**config.mk**
```make
export PLATFORM = sky130hd
export DESIGN_NAME = muldiv_unit
export DESIGN_NICKNAME = d
export VERILOG_FILES = /design/src/rtl/muldiv_unit.sv
export SDC_FILE = /design/constraint.sdc
export NUM_CORES = 2
export LEC_CHECK = 0
export CORE_MARGIN = 2
export CORE_UTILIZATION = 28
export DETAILED_ROUTE_END_ITERATION = 10
export HOLD_SLACK_MARGIN = 0.1
export PLACE_DENSITY = 0.41
export SLEW_MARGIN = 15
export SYNTH_ARGS = -nofsm -noshare
export SYNTH_HDL_FRONTEND = slang
export SYNTH_SLANG_ARGS = --single-unit
export TNS_END_PERCENT = 10
```
**constraint.sdc**
```tcl
create_clock -name clk_i -period 13 [get_ports clk_i]
set_clock_uncertainty 0.05 [all_clocks]
set_input_delay 1.3 -clock clk_i [delete_from_list [all_inputs] [get_ports clk_i]]
set_output_delay 1.3 -clock clk_i [all_outputs]
set_load 0.02 [all_outputs]
```
**src/rtl/muldiv_unit.sv**
```systemverilog
// Iterative RV32M multiply/divide unit for the EX stage (MUL/MULH/MULHSU/MULHU, DIV/DIVU/REM/REMU).
// Define MULDIV_FAST_SPECIAL_EN to resolve divide-by-zero and signed overflow at acceptance.
module muldiv_unit #(
    parameter int unsigned XLEN       = 32,
    parameter int unsigned MUL_CYCLES = 1
) (
    input  logic            clk_i,
    input  logic            rst_i,
    input  logic            start_i,
    input  logic [2:0]      funct3_i,
    input  logic [XLEN-1:0] op_a_i,
    input  logic [XLEN-1:0] op_b_i,
    input  logic            kill_i,
    output logic            busy_o,
    output logic            done_o,
    output logic [XLEN-1:0] result_o
);

    localparam logic [1:0] S_IDLE = 2'd0;
    localparam logic [1:0] S_MUL  = 2'd1;
    localparam logic [1:0] S_DIV  = 2'd2;
    localparam logic [1:0] S_DONE = 2'd3;

    localparam logic [4:0] MUL_LAST = 5'(MUL_CYCLES - 1);
    localparam logic [4:0] DIV_LAST = 5'(XLEN - 1);

    logic [1:0]      state_q, state_d;
    logic [4:0]      cnt_q, cnt_d;
    logic [2:0]      f3_q, f3_d;
    logic [XLEN-1:0] a_q, a_d;
    logic [XLEN-1:0] b_q, b_d;
    logic [XLEN-1:0] rem_q, rem_d;
    logic [XLEN-1:0] quo_q, quo_d;
    logic [XLEN-1:0] result_q, result_d;

    logic              a_sgn, b_sgn;
    logic [2*XLEN-1:0] prod;
    logic              div_signed, q_neg, r_neg, q_bit;
    logic [XLEN-1:0]   b_abs, in_a_abs, rem_nx, quo_nx, quo_fix, rem_fix, div_res;
    logic [XLEN:0]     shifted, diff;

    assign a_sgn = (f3_q[1:0] != 2'b11) & a_q[XLEN-1];
    assign b_sgn = ~f3_q[1] & b_q[XLEN-1];
    assign prod  = {{XLEN{a_sgn}}, a_q} * {{XLEN{b_sgn}}, b_q};

    // Restoring step on magnitudes: dividend bits shift out of quo_q as quotient bits shift in.
    assign div_signed = ~f3_q[0];
    assign b_abs      = (div_signed && b_q[XLEN-1]) ? -b_q : b_q;
    assign shifted    = {rem_q, quo_q[XLEN-1]};
    assign diff       = shifted - {1'b0, b_abs};
    assign q_bit      = ~diff[XLEN];
    assign rem_nx     = q_bit ? diff[XLEN-1:0] : shifted[XLEN-1:0];
    assign quo_nx     = {quo_q[XLEN-2:0], q_bit};
    assign q_neg      = div_signed & (a_q[XLEN-1] ^ b_q[XLEN-1]);
    assign r_neg      = div_signed & a_q[XLEN-1];

    always_comb begin
        quo_fix = q_neg ? -quo_nx : quo_nx;
        rem_fix = r_neg ? -rem_nx : rem_nx;
        // Overflow falls out of the magnitude path; divide-by-zero needs the sign fix-up bypassed.
        if (b_q == '0) begin
            quo_fix = '1;
            rem_fix = a_q;
        end
        div_res = f3_q[1] ? rem_fix : quo_fix;
    end

    assign in_a_abs = (!funct3_i[0] && op_a_i[XLEN-1]) ? -op_a_i : op_a_i;

`ifdef MULDIV_FAST_SPECIAL_EN
    logic            in_div0, in_ovf;
    logic [XLEN-1:0] in_special_res;
    assign in_div0 = (op_b_i == '0);
    assign in_ovf  = !funct3_i[0] && (op_a_i == {1'b1, {(XLEN-1){1'b0}}}) && (op_b_i == '1);
    always_comb begin
        if (in_div0) in_special_res = funct3_i[1] ? op_a_i : '1;
        else         in_special_res = funct3_i[1] ? '0 : op_a_i;
    end
`endif

    always_comb begin
        state_d  = state_q;
        cnt_d    = cnt_q;
        f3_d     = f3_q;
        a_d      = a_q;
        b_d      = b_q;
        rem_d    = rem_q;
        quo_d    = quo_q;
        result_d = result_q;
        case (state_q)
            S_IDLE: begin
                if (start_i && !kill_i) begin
                    f3_d    = funct3_i;
                    a_d     = op_a_i;
                    b_d     = op_b_i;
                    cnt_d   = '0;
                    rem_d   = '0;
                    quo_d   = in_a_abs;
                    state_d = funct3_i[2] ? S_DIV : S_MUL;
`ifdef MULDIV_FAST_SPECIAL_EN
                    if (funct3_i[2] && (in_div0 || in_ovf)) begin
                        result_d = in_special_res;
                        state_d  = S_DONE;
                    end
`endif
                end
            end
            S_MUL: begin
                if (cnt_q == MUL_LAST) begin
                    result_d = (f3_q[1:0] == 2'b00) ? prod[XLEN-1:0] : prod[2*XLEN-1:XLEN];
                    state_d  = S_DONE;
                end else begin
                    cnt_d = cnt_q + 5'd1;
                end
            end
            S_DIV: begin
                rem_d = rem_nx;
                quo_d = quo_nx;
                cnt_d = cnt_q + 5'd1;
                if (cnt_q == DIV_LAST) begin
                    result_d = div_res;
                    state_d  = S_DONE;
                end
            end
            default: state_d = S_IDLE;
        endcase
        if (kill_i) begin
            state_d  = S_IDLE;
            result_d = result_q;
        end
    end

    always_ff @(posedge clk_i or posedge rst_i) begin
        if (rst_i) begin
            state_q  <= S_IDLE;
            cnt_q    <= '0;
            f3_q     <= '0;
            a_q      <= '0;
            b_q      <= '0;
            rem_q    <= '0;
            quo_q    <= '0;
            result_q <= '0;
        end else begin
            state_q  <= state_d;
            cnt_q    <= cnt_d;
            f3_q     <= f3_d;
            a_q      <= a_d;
            b_q      <= b_d;
            rem_q    <= rem_d;
            quo_q    <= quo_d;
            result_q <= result_d;
        end
    end

    assign busy_o   = (state_q == S_MUL) || (state_q == S_DIV);
    assign done_o   = (state_q == S_DONE);
    assign result_o = result_q;

endmodule

```
==> reports/results.tsv <==
metric	value	unit
layout cells sized above 1	4.21	%
# hold bufs at CTS	0	
crit path max fanout	23	
RSZ-0062 raised after global routing	false	
WP buf/inv	6	
overall global routing resource usage	19.7	%
Worst Path Required	13.34	ns
number of global-route vias before repair	41500	
worst reg-to-reg setup slack	3.37	ns
Setup Buffers After CTS	0	
DRT antenna net count	0	
crit path max-delay cell type	dfrtp_1	
Worst Setup Start Kind	flop	
min-delay src	a_q[5]$_DFFE_PP0P_	
Pre-antenna DRT Iters	7	
H-tree levels	4	
crit-path max cell delay	0.97	ns
Critical Path AT	9.97	ns
Mean Syn Cell Area	8.82	sq um
Clock Tree Root	clkbuf_16	
post-detail-place hpwl	141	mm
critical path's top delay family	adder cells	
Slew @ Worst Pin	1.02	ns
first-pass GRT wire length	275	mm
RePlAce Congestion	0.903	
status	finished clean	
Die X	431	um
initial antenna violation count	15	
DRT Wirelength	178	mm
Post-Syn Area	51100	sq um
die area	186000	sq um
min Tclk post-route	9.63	ns
DR vias	38900	
fill count	19200	
Starting Density	28.2	%
row count	156	
Slew Viols, Final	0	
number of enable flip-flop cells after synthesis	0	
Hold EP	a_q[5]$_DFFE_PP0P_	
Synth-to-Final Area Change	7.76	%
CTS tree	yes	
Non-Filler Cell Area, Final	55000	sq um
Tcrit/Tclk final	74.1	%
grt ovf	0	
Netlist cell types	85	
Placement Setup Slack	3.25	ns
top_reg_cell synth	dfrtp_1	
R2R cell count	26	
Hold Crit Depth	1	
via/cell ratio	4.85	
FF-to-FF End	result_o[30]$_DFFE_PP0P_	
Crit. End Element	flop	
Finished Layout Cells	8027	
CTS resizes	0	
Clock transition at path regs	0.09	ns
pin count of the biggest net entering global routing	112	
number of DRC violations after detailed-routing iteration 0	2730	
register area share after synthesis	8.28	%
Max-Cap Viols	0	
Yosys reg bits	169	
Post-Syn Instances	5790	
Core ar.	181000	sq um
final hold viol count	0	
height of the die	431	um
CTS buffer count	17	
kind of critical path	reg -> reg	
CP most frequent cell	fa_1	
Net Count, Synth	7243	
# IOs	105	
worst skew pair latency	0.52	ns
Final #Nets	7093	
Max-slew headroom	31.7	%
share of flip-flops with an asynchronous set or reset	100	%
port bufs	104	
r2r startpoint	b_q[15]$_DFFE_PP0P_	
Post-DP Area	54400	sq um
number of remaining DRC errors	0	
routed len/inst	22.2	um
DP Cell Count	7991	
Setup-failing EPs final	0	
setup slack after layout	3.37	ns
Clock Tree Buf Depth	2	
Yosys warning count	0	
Hold Crit Class	reg -> reg	
Fin Setup TNS	0	ns
Max Clk Rate	104	MHz
CTS sink count	169	
[metal layers]
| metal | wire length, um | up-vias | global-route usage (%) |
|---|---|---|---|
| li1 | - | 17300 | - |
| met1 | 81500 | 20600 | 27.9 |
| met2 | 84500 | 923 | 32.5 |
| met3 | 8630 | 114 | 2.19 |
| met4 | 3530 | 2 | 3.75 |
| met5 | 12 | - | 0 |
[cells in the mapped netlist (all sizes together), types with 22 or more instances]
| library cell | instances | area [sq um] |
|---|---|---|
| inv | 1132 | 4250 |
| fa | 1126 | 22500 |
| nand2 | 914 | 3430 |
| and2 | 373 | 2330 |
| clkbuf | 319 | 1200 |
| ha | 256 | 3200 |
| a21oi | 211 | 1060 |
| o21ai | 197 | 993 |
| nor2 | 183 | 687 |
| dfrtp | 169 | 4230 |
| xnor2 | 119 | 1040 |
| xor2 | 87 | 762 |
| mux2 | 66 | 743 |
| a21o | 53 | 398 |
| buf | 49 | 230 |
| nand3 | 46 | 230 |
| nor3 | 41 | 205 |
| a31oi | 34 | 213 |
| mux2i | 34 | 340 |
| a211oi | 31 | 243 |
| o211ai | 25 | 188 |
| and3 | 23 | 149 |
| o31ai | 23 | 178 |
| or3 | 22 | 138 |
[through the flow]
step           hold WS [ns]  util (%)
6_report              0.460      30.4
2_1_floorplan         0.428         -
3_3_place_gp          0.435      30.1
4_1_cts               0.462      30.4
5_1_grt               0.474      30.4
3_5_place_dp          0.438      30.1
[flip-flops by register name, indices dropped and copies added, names as in the netlist]
| name | count |
|---|---|
| a_q | 32 |
| b_q | 32 |
| cnt_q | 5 |
| f3_q | 2 |
| quo_q | 32 |
| rem_q | 32 |
| result_o | 32 |
| state_q | 2 |
[layout make-up]
| class | count | area [sq um] | share of cell area, % |
|---|---|---|---|
| clock inverters | 14 | 176 | 0.321 |
| clock buffers | 18 | 439 | 0.798 |
| inverters | 1133 | 4260 | 7.74 |
| diodes | 4 | 10.0 | 0.0182 |
| multi-input cells | 4120 | 41200 | 74.8 |
| flip-flops and latches | 169 | 4230 | 7.69 |
| repair buffers | 199 | 1750 | 3.19 |
| well taps | 2370 | 2970 | 5.39 |
[worst register-to-register path: cells and delay by family, from the launching register on]
family / cells / cell delay, ns
fa+ha+maj: 9 / 4.48
compound gates: 6 / 2.25
flops: 1 / 0.97
simple gates: 4 / 0.88
buf+inv: 6 / 0.75
mux: 1 / 0.11
[cell families after synthesis]
family                     Yosys count  synth area share, %
muxes                              100                 2.12
DFF                                169                 8.28
AOI/OAI and AO/OA                  722                 8.96
and+or+nand+nor                   1710                 15.6
buffers and inverters             1501                 11.1
adders and majority gates         1382                 50.4
xor gates and xnor gates           206                 3.53
[cell usage in the layout, fill, tap and decap left out, drive strengths merged, types with 119 or more instances in the layout]
master / synthesis / final
dfrtp: 169 / 169
o21ai: 197 / 197
and2: 373 / 373
nor2: 183 / 183
ha: 256 / 256
inv: 1132 / 1138
a21oi: 211 / 211
xnor2: 119 / 119
nand2: 914 / 914
fa: 1126 / 1126
[worst max-delay path by stage]
stage                   startpoint                       end  slack (ns)  depth (start not counted)
2_1_floorplan  f3_q[1]$_DFFE_PP0P_  result_o[31]$_DFFE_PP0P_        4.38                         29
5_1_grt        f3_q[0]$_DFFE_PP0P_  result_o[25]$_DFFE_PP0P_        2.86                         30
3_3_place_gp   f3_q[0]$_DFFE_PP0P_  result_o[25]$_DFFE_PP0P_        3.27                         30
4_1_cts        f3_q[0]$_DFFE_PP0P_  result_o[25]$_DFFE_PP0P_        3.21                         30
6_report       b_q[15]$_DFFE_PP0P_  result_o[30]$_DFFE_PP0P_        3.37                         26
3_5_place_dp   f3_q[0]$_DFFE_PP0P_  result_o[25]$_DFFE_PP0P_        3.25                         30
Power is not shown: default switching activity piles up to over one toggle a cycle in this logic, so the estimate is an artifact.
